File: config.mk
export PLATFORM = sky130hd
export DESIGN_NAME = pc_sequencer
export DESIGN_NICKNAME = d
export VERILOG_FILES = /design/src/rtl/pc_sequencer_pkg.sv /design/src/rtl/pc_sequencer_next_calc.sv /design/src/rtl/pc_sequencer.sv
export SDC_FILE = /design/constraint.sdc
export NUM_CORES = 1
export LEC_CHECK = 0
export CAP_MARGIN = 20
export CORE_MARGIN = 2
export CORE_UTILIZATION = 52
export DETAILED_ROUTE_END_ITERATION = 16
export HOLD_SLACK_MARGIN = 0.12
export PLACE_DENSITY = 0.87
export SYNTH_ARGS = -nofsm -noshare
export SYNTH_HDL_FRONTEND = slang
export SYNTH_HIERARCHICAL = 1
export SYNTH_SLANG_ARGS = --single-unit
File: constraint.sdc
create_clock -name CLK -period 5.5 [get_ports CLK]
set_input_delay 0.55 -clock CLK [delete_from_list [all_inputs] [get_ports CLK]]
set_output_delay 0.55 -clock CLK [all_outputs]
set_load 0.05 [all_outputs]
File: src/rtl/pc_sequencer_pkg.sv
// pc_sequencer_pkg
//   Shared constants for the program-counter sequencer: phase encodings,
//   next-PC base/offset select codes, memory address select codes and the
//   default reset vector. Imported by pc_sequencer and pc_next_calc.
package pc_sequencer_pkg;

  localparam int          AW_DEFAULT           = 16;
  localparam logic [15:0] RESET_VECTOR_DEFAULT = 16'h0000;

  typedef enum logic [1:0] {
    PHASE_FETCH   = 2'd0,
    PHASE_DECODE  = 2'd1,
    PHASE_EXECUTE = 2'd2,
    PHASE_COMMIT  = 2'd3
  } phase_t;

  localparam logic [1:0] PC_BASEX_ZERO = 2'd0;
  localparam logic [1:0] PC_BASEX_PC   = 2'd1;
  localparam logic [1:0] PC_BASEX_REGB = 2'd2;
  localparam logic [1:0] PC_BASEX_RSVD = 2'd3;

  localparam logic [1:0] PC_OFFSETX_ZERO    = 2'd0;
  localparam logic [1:0] PC_OFFSETX_TWO     = 2'd1;
  localparam logic [1:0] PC_OFFSETX_FOUR    = 2'd2;
  localparam logic [1:0] PC_OFFSETX_OPERAND = 2'd3;

  localparam logic [1:0] ADDR_BUSX_PC   = 2'd0;
  localparam logic [1:0] ADDR_BUSX_HERE = 2'd1;

endpackage

File: src/rtl/pc_sequencer_next_calc.sv
// pc_next_calc
//   Combinational next-PC generator: selects a base and an offset and adds
//   them modulo 2^AW. Also produces the matching HERE pointer (next PC + 2).
// Ports:
//   base_sel    next-PC base select (zero / PC_A / REGB_DOUT / reserved=zero)
//   offset_sel  next-PC offset select (zero / 2 / 4 / OPERAND)
//   pc_a        address of the current instruction
//   regb        register-file port B data
//   operand     latched inline operand
//   next_pc     base + offset
//   next_here   next_pc + 2
module pc_next_calc
  import pc_sequencer_pkg::*;
#(
  parameter int AW = AW_DEFAULT
) (
  input  logic [1:0]    base_sel,
  input  logic [1:0]    offset_sel,
  input  logic [AW-1:0] pc_a,
  input  logic [AW-1:0] regb,
  input  logic [AW-1:0] operand,
  output logic [AW-1:0] next_pc,
  output logic [AW-1:0] next_here
);

  logic [AW-1:0] base;
  logic [AW-1:0] offset;

  // Base mux; the reserved code falls back to zero.
  always_comb begin
    base = '0;
    case (base_sel)
      PC_BASEX_PC:   base = pc_a;
      PC_BASEX_REGB: base = regb;
      default:       base = '0;
    endcase
  end

  // Offset mux; skips (2/4) and relative jumps (OPERAND) share one adder.
  always_comb begin
    offset = '0;
    case (offset_sel)
      PC_OFFSETX_TWO:     offset = AW'(2);
      PC_OFFSETX_FOUR:    offset = AW'(4);
      PC_OFFSETX_OPERAND: offset = operand;
      default:            offset = '0;
    endcase
  end

  // Sums are AW bits wide, so carries out of the top bit simply wrap.
  assign next_pc   = base + offset;
  assign next_here = next_pc + AW'(2);

endmodule

File: src/rtl/pc_sequencer.sv
// pc_sequencer
//   Owns the program counter, the HERE operand pointer, the instruction
//   register and the FETCH/DECODE/EXECUTE/COMMIT phase machine. Issues
//   instruction and operand reads with a MEM_RDY handshake and drives the
//   one-hot phase strobes consumed by the group decoders.
// Ports:
//   CLK, RESET            clock, asynchronous active-high reset
//   HALT                  hold in FETCH without issuing a read
//   PC_BASEX, PC_OFFSETX  next-PC selects (sampled in COMMIT)
//   ADDR_BUSX             memory address select (EXECUTE/COMMIT)
//   RDX                   operand read request (EXECUTE)
//   REGB_DOUT             register-file port B data
//   DATA_IN, MEM_RDY      memory read data and completion
//   ADDR, RD              memory address and read strobe
//   INSTR, OPERAND        latched instruction word and inline operand
//   PC_A, HERE            current instruction address and PC_A+2
//   FETCH..COMMIT         one-hot phase strobes
module pc_sequencer
  import pc_sequencer_pkg::*;
#(
  parameter int          AW           = AW_DEFAULT,
  parameter logic [AW-1:0] RESET_VECTOR = AW'(RESET_VECTOR_DEFAULT)
) (
  input  logic          CLK,
  input  logic          RESET,
  input  logic          HALT,
  input  logic [1:0]    PC_BASEX,
  input  logic [1:0]    PC_OFFSETX,
  input  logic [1:0]    ADDR_BUSX,
  input  logic          RDX,
  input  logic [AW-1:0] REGB_DOUT,
  input  logic [AW-1:0] DATA_IN,
  input  logic          MEM_RDY,
  output logic [AW-1:0] ADDR,
  output logic          RD,
  output logic [15:0]   INSTR,
  output logic [AW-1:0] OPERAND,
  output logic [AW-1:0] PC_A,
  output logic [AW-1:0] HERE,
  output logic          FETCH,
  output logic          DECODE,
  output logic          EXECUTE,
  output logic          COMMIT
);

  phase_t        state;
  phase_t        next_state;
  logic          load_instr;
  logic          load_operand;
  logic [AW-1:0] bus_addr;
  logic [AW-1:0] next_pc;
  logic [AW-1:0] next_here;

  pc_next_calc #(.AW(AW)) u_next_calc (
    .base_sel   (PC_BASEX),
    .offset_sel (PC_OFFSETX),
    .pc_a       (PC_A),
    .regb       (REGB_DOUT),
    .operand    (OPERAND),
    .next_pc    (next_pc),
    .next_here  (next_here)
  );

  // Decoder-selected address for the operand/data phases; reserved codes
  // fall back to PC_A.
  always_comb begin
    bus_addr = PC_A;
    case (ADDR_BUSX)
      ADDR_BUSX_HERE: bus_addr = HERE;
      default:        bus_addr = PC_A;
    endcase
  end

  // Phase register and architectural state. Reset abandons any read in
  // flight because nothing latches until the handshake completes.
  always_ff @(posedge CLK or posedge RESET) begin
    if (RESET) begin
      state   <= PHASE_FETCH;
      PC_A    <= RESET_VECTOR;
      HERE    <= RESET_VECTOR + AW'(2);
      INSTR   <= '0;
      OPERAND <= '0;
    end else begin
      state <= next_state;
      if (load_instr) begin
        INSTR <= 16'(DATA_IN);
      end
      if (load_operand) begin
        OPERAND <= DATA_IN;
      end
      if (state == PHASE_COMMIT) begin
        PC_A <= next_pc;
        HERE <= next_here;
      end
    end
  end

  // Next phase, read strobe and address. HALT overrides MEM_RDY in FETCH so
  // a halted core never latches a stale instruction.
  always_comb begin
    next_state   = state;
    RD           = 1'b0;
    ADDR         = PC_A;
    load_instr   = 1'b0;
    load_operand = 1'b0;
    case (state)
      PHASE_FETCH: begin
        RD = ~HALT;
        if (!HALT && MEM_RDY) begin
          load_instr = 1'b1;
          next_state = PHASE_DECODE;
        end
      end
      PHASE_DECODE: begin
        next_state = PHASE_EXECUTE;
      end
      PHASE_EXECUTE: begin
        RD   = RDX;
        ADDR = bus_addr;
        if (!RDX) begin
          next_state = PHASE_COMMIT;
        end else if (MEM_RDY) begin
          load_operand = 1'b1;
          next_state   = PHASE_COMMIT;
        end
      end
      PHASE_COMMIT: begin
        ADDR       = bus_addr;
        next_state = PHASE_FETCH;
      end
      default: begin
        next_state = PHASE_FETCH;
      end
    endcase
  end

  assign FETCH   = (state == PHASE_FETCH);
  assign DECODE  = (state == PHASE_DECODE);
  assign EXECUTE = (state == PHASE_EXECUTE);
  assign COMMIT  = (state == PHASE_COMMIT);

endmodule

==> metrics, run 1 <==
nets@finish 565; Post-CTS Resized 0; clock sink count 66; Layout area overhead 35.7%; CP Launch Type input port; number of global-route vias before repair 3622; leading area contributor after synthesis dfrtp_1; die width 94.2 µm; R2R Path Start PC_A[0]; full die area 0.00887 mm²; Worst VDD drop 0.000466 V; unrepaired setup endpoints after global routing false; Cell Rows 32; Max Clk Rate 0.232 GHz; GRT Total Usage 25.0%; Post-synth EDFFs 0; total CTS buffers 9; number of fill cells 562; max_cap viols 0; clk buf depth 2; Area contributors post-synth dfrtp_1 38%, mux2_2 19%, ha_1 6.8%; detail-routed net length per standard cell 17.2 µm; final hold viol count 0; ant diodes 0; Die Y 94.2 µm; Syn Area/Cell 11.1 µm²; Worst Skew 0.00890 ns; Slew headroom 38.6%; minimum clock period 4.30 ns; R2R depth 13; final worst-path cycle share 78.3%; # DRC 0; initial core utilization 54.1%; grt ovf 0; Unique masters post-synth 50; worst slew pin tran 0.918 ns; Syn Inst Count 380; final core utilization 73.5%; setup slack, reg-to-reg 2.01 ns; Setup crit end kind flop; CP Max Fanout 16; max-slew violations 0; clock-pin slew on the worst setup and hold paths 0.08 ns; Hold Path Sink INSTR[11]; GP Congestion 0.927; Switching Share 49.6%; Mapped Area 0.00423 mm²; Clock Latency Late Sink 0.36 ns; via/cell ratio 5.67; H-tree depth 3; Post-CTS Hold Buffers 0; layout cells sized above 1 21.5%; CP Class input port to flop; Seq/Total Area, Yosys 39.1%; hpwl dp 7850 µm; # setup viols final 0; min-delay worst type flop to flop; worst reg2reg path endpoint HERE[15]; Synth Register Bits 66; Synth async-reset ratio 100%; setup_tns 0 ns; clock network power share 12.5%; Worst Hold Path Cells 1; post-route ant nets 0; DRT Pass-1 Iters 4; top cell type's share of synthesized area 38.5%; worst hold start INSTR[11]; Comb power frac 63.4%; NetSw 1.80 mW; WP data required 5.74 ns; Lkg Pwr 2.63 nW; run status complete, no violations; vias post-DR 3433; DRT iter0 DRCs 150; Core ar. 0.00781 mm²; syn_nets 447; total wire length 10400 µm; antenna violations before repair 0; IO Port Bufs 127; sequential share of power 24.1%; Yosys warnings 6; largest net degree at the start of global routing 67; top_reg_cell synth dfrtp_1; CTS root buf clkbuf_8; P_int 1.83 mW; first-pass GRT wire length 17400 µm; Setup Buffers After CTS 0; CTS tree done; Arrival @ worst endpoint 4.54 ns; pwr dens 634 mW/mm²; num ports 128
[registers in the layout, indices dropped and copies added, names as in the netlist]
register	flops
state	2
PC_A	16
OPERAND	16
HERE	16
INSTR	16
[cell usage in the layout (no fill, tap or decap), types with 3 or more instances in the layout]
cell type / netlist / layout
and3_1: 14 / 14
xnor2_1: 12 / 12
inv_1: 14 / 13
a22oi_1: 16 / 16
a21o_1: 4 / 4
o21ai_1: 3 / 3
nor3b_1: 3 / 3
o211ai_2: 3 / 3
dfrtp_1: 65 / 65
clkinv_4: 0 / 3
a21oi_1: 11 / 11
clkdlybuf4s50_1: 0 / 127
o21ai_0: 3 / 3
a31oi_1: 5 / 5
xor2_1: 16 / 16
nand3_1: 10 / 10
o211ai_1: 3 / 3
ha_1: 23 / 23
mux2_4: 10 / 10
nand4_1: 4 / 4
mux2_2: 71 / 71
nor2_1: 28 / 28
clkbuf_8: 0 / 9
nand2_1: 11 / 11
[cells by family (layout without fill, tap and decap cells)]
family | after synthesis | count (layout) | share of synthesized area [%]
compound gates | 67 | 67 | 11.7
xor+xnor | 29 | 29 | 6.19
simple gates | 77 | 77 | 9.09
fa+ha+maj | 24 | 24 | 7.28
buf+inv | 36 | 159 | 4.14
mux | 81 | 81 | 22.5
flops | 66 | 66 | 39.1
[cells in the mapped netlist (all sizes together), types with 2 or more instances]
cell and n:
a21oi 11, nand2 11, xnor2 12, and3 14
nor3 3, a21boi 2, o211ai 6, inv 14
a22oi 16, buf 12, or3 2, a21o 4
o21bai 2, ha 23, nand3 10, nor3b 3
dfrtp 65, nor2 28, clkbuf 10, o21a 2
a211oi 3, mux2 81, o21ai 7, nand4 4
o31a 2, a31oi 5, xor2 17
[worst max-delay path, stage by stage]
cell	delay (ns)
clkdlybuf4s50_1	0.49
inv_1	0.05
ha_1	0.41
a22oi_1	0.27
nor2_1	0.07
ha_1	0.28
fa_1	0.47
a21o_1	0.20
a31oi_1	0.30
o21a_1	0.29
o21ai_2	0.09
xor2_2	0.27
nand4_1	0.18
nor3_1	0.25
xor2_1	0.09
mux2_2	0.27
[stage by stage]
stage,std cells,area (µm²),total power [mW],hold slack (ns),worst slack [ns]
after CTS,605,5740,3.66,0.512,1.24
after global placement,589,5520,3.15,0.488,1.06
after detailed placement,589,5520,3.19,0.494,0.891
final,605,5740,3.64,0.507,1.20
after global routing,605,5740,3.79,0.535,0.872
after floorplan,380,4230,2.47,0.531,1.86
[per-layer routing]
metal / track usage, % / vias up / share of wire (%) / wire length, µm
met2: 44.3 / 118 / 51 / 5330
met5: 0 / - / 0 / 0
met4: 7.73 / 0 / 1.0 / 106
li1: - / 1614 / - / -
met3: 4.49 / 9 / 5.2 / 542
met1: 30.7 / 1692 / 43 / 4440
[worst max path at each step]
stage,to,cells after the start,from
after CTS,HERE[15],16,PC_BASEX[0]
after floorplan,HERE[15],15,PC_BASEX[0]
after global placement,HERE[15],16,PC_BASEX[0]
after global routing,HERE[15],16,PC_BASEX[0]
after detailed placement,HERE[15],16,PC_BASEX[0]
final,HERE[15],16,PC_BASEX[0]
[layout make-up]
cell class                 count  area [µm²]  share of cell area, %
tap                          102         128                   2.22
timing repair buffer         129        1290                   22.4
clock inverter                 6        91.3                   1.59
multi-input combinational    278        2400                   41.8
inverter                      14        52.6                  0.916
sequential                    66        1650                   28.8
clock buffer                  10         128                   2.22
[power groups by stage]
stage          clock (mW)  sequential, mW  combinational (mW)
3_5_place_dp            0           0.883                2.31
3_3_place_gp            0           0.873                2.28
4_1_cts             0.459           0.876                2.32
5_1_grt             0.478           0.908                2.41
6_report            0.456           0.876                2.31
2_1_floorplan           0            1.57               0.904
Power figures use the tool's default switching activity.
==> run 2: changes to the inputs <==
--- a/config.mk
+++ b/config.mk
@@ -7,10 +7,10 @@
 export LEC_CHECK = 0
 export CAP_MARGIN = 20
 export CORE_MARGIN = 2
-export CORE_UTILIZATION = 52
+export CORE_UTILIZATION = 43
 export DETAILED_ROUTE_END_ITERATION = 16
 export HOLD_SLACK_MARGIN = 0.12
-export PLACE_DENSITY = 0.87
+export PLACE_DENSITY = 0.77
 export SYNTH_ARGS = -nofsm -noshare
 export SYNTH_HDL_FRONTEND = slang
 export SYNTH_HIERARCHICAL = 1
==> constraint.sdc (replaced) <==
create_clock -name CLK -period 3.66 [get_ports CLK]
set_input_delay 0.366 -clock CLK [delete_from_list [all_inputs] [get_ports CLK]]
set_output_delay 0.366 -clock CLK [all_outputs]
set_load 0.05 [all_outputs]
==> metrics, run 2 (synthesized netlist as in run 1, its figures left out) <==
ant diodes 0; worst reg2reg path endpoint HERE[15]; Placement Setup Slack -0.389 ns; final core utilization 67.7%; Core ar. 0.00964 mm²; final hold viol count 0; DRT Pass-1 Iters 4; num ports 128; die width 103 µm; max-slew violations 0; R2R depth 13; setup slack, reg-to-reg 0.35 ns; Arrival @ worst endpoint 3.66 ns; final worst-path cycle share 93.9%; # DRC 0; vias post-DR 3676; full die area 0.0106 mm²; minimum clock period 3.44 ns; CP Max Fanout 5; Worst VDD drop 0.000508 V; commonest non-fill, non-tap cells in the layout 109 x clkdlybuf4s50_1, 71 x mux2_2, 65 x dfrtp_1; antenna violations before repair 0; CTS tree done; commonest non-fill, non-tap cell in the layout clkdlybuf4s50_1; first-pass GRT wire length 18800 µm; number of global-route vias before repair 3862; GRT Total Usage 22.7%; max_cap viols 0; clock-pin slew on the worst setup and hold paths 0.07 ns; largest net degree at the start of global routing 50; DRT iter0 DRCs 149; layout cells sized above 1 36.8%; CP Class input port to flop; Clock Latency Late Sink 0.35 ns; Layout area overhead 54.4%; total wire length 11800 µm; total CTS buffers 9; detail-routed net length per standard cell 17.0 µm; Die Y 103 µm; Cell Rows 36; WP data required 3.88 ns; Max Clk Rate 0.291 GHz; clock sink count 66; grt ovf 0; run status complete, no violations; hpwl dp 8980 µm; initial core utilization 43.8%; H-tree depth 3; Setup crit end kind flop; final worst setup slack 0.225 ns; post-route ant nets 0; CP Launch Type input port; via/cell ratio 5.28; # setup viols final 0; nets@finish 625; Slew headroom 45.5%; clk buf depth 2; Worst Skew 0.0108 ns; CTS root buf clkbuf_8; min-delay worst type input port to async pin; Lkg Pwr 3.02 nW; unrepaired setup endpoints after global routing false; worst slew pin tran 0.815 ns; total power 5.81 mW; pwr dens 891 mW/mm²; IO Port Bufs 127; GP Congestion 1.01; R2R Path Start OPERAND[1]
[run 2: cell count changes in the layout (fill, tap and decap cells not counted), moves of 4 or more]
cell,previous run,this run
buf_12,0,18
clkdlybuf4s50_1,127,109
ha_1,23,18
ha_2,0,4
buf_4,2,60
[run 2: critical path: stages]
cell             delay, ns
clkdlybuf4s50_1       0.52
a21boi_0              0.40
ha_1                  0.36
a211oi_4              0.34
buf_12                0.15
o211ai_2              0.09
nand2_1               0.12
o21ai_2               0.08
a2111o_1              0.38
a31oi_1               0.21
xor2_1                0.26
xor2_1                0.10
mux2_2                0.27
[run 2: power breakdown]
group / internal, mW / total (mW) / switching, mW
Combinational: 1.60 / 3.85 / 2.25
Sequential: 1.06 / 1.32 / 0.260
Clock: 0.351 / 0.645 / 0.294
[run 2: stage by stage]
step                TNS (ns)  cell area (µm²)  cells  hold slack [ns]
floorplan                  0             4230    380            0.515
global placement      -0.890             6120    674            0.489
detailed placement     -2.27             6120    674            0.494
CTS                        0             6340    690            0.513
global route               0             6530    696            0.384
finish                     0             6530    696            0.355
[run 2: final cells by class]
cell class	instances	area, µm²
well taps	133	166
flip-flops and latches	66	1650
clock buffers	12	155
repair buffers	189	1930
inverters	14	52.6
fillers	790	3110
clock inverters	4	50.0
multi-input cells	278	2520
[run 2: worst max path at each step]
stage	startpoint	to	slack [ns]	cells after the start
global route	PC_OFFSETX[0]	HERE[15]	0.08	13
detailed placement	PC_BASEX[1]	HERE[15]	-0.39	17
CTS	PC_BASEX[0]	HERE[15]	0.03	16
finish	PC_OFFSETX[0]	HERE[15]	0.22	13
global placement	PC_BASEX[0]	HERE[15]	-0.18	16
floorplan	PC_BASEX[0]	HERE[15]	0.21	15
[run 2: what timing repair did]
| action | CTS | global route |
|---|---|---|
| resized for setup | 2 | 26 |
| buffers inserted | 0 | 5 |
| pin swaps | 0 | 17 |
| setup endpoints to repair | 1 | 8 |
| hold buffers | 0 | 0 |
| cloned | 0 | 0 |
[run 2: metal layers]
layer  GRT usage, %  routed length (µm)  vias to the layer above
met3           5.02                 700                       18
met5              0                   0                        -
met1           27.1                4820                     1815
met4           7.19                 202                        0
met2           40.5                6080                      116
li1               -                   -                     1727
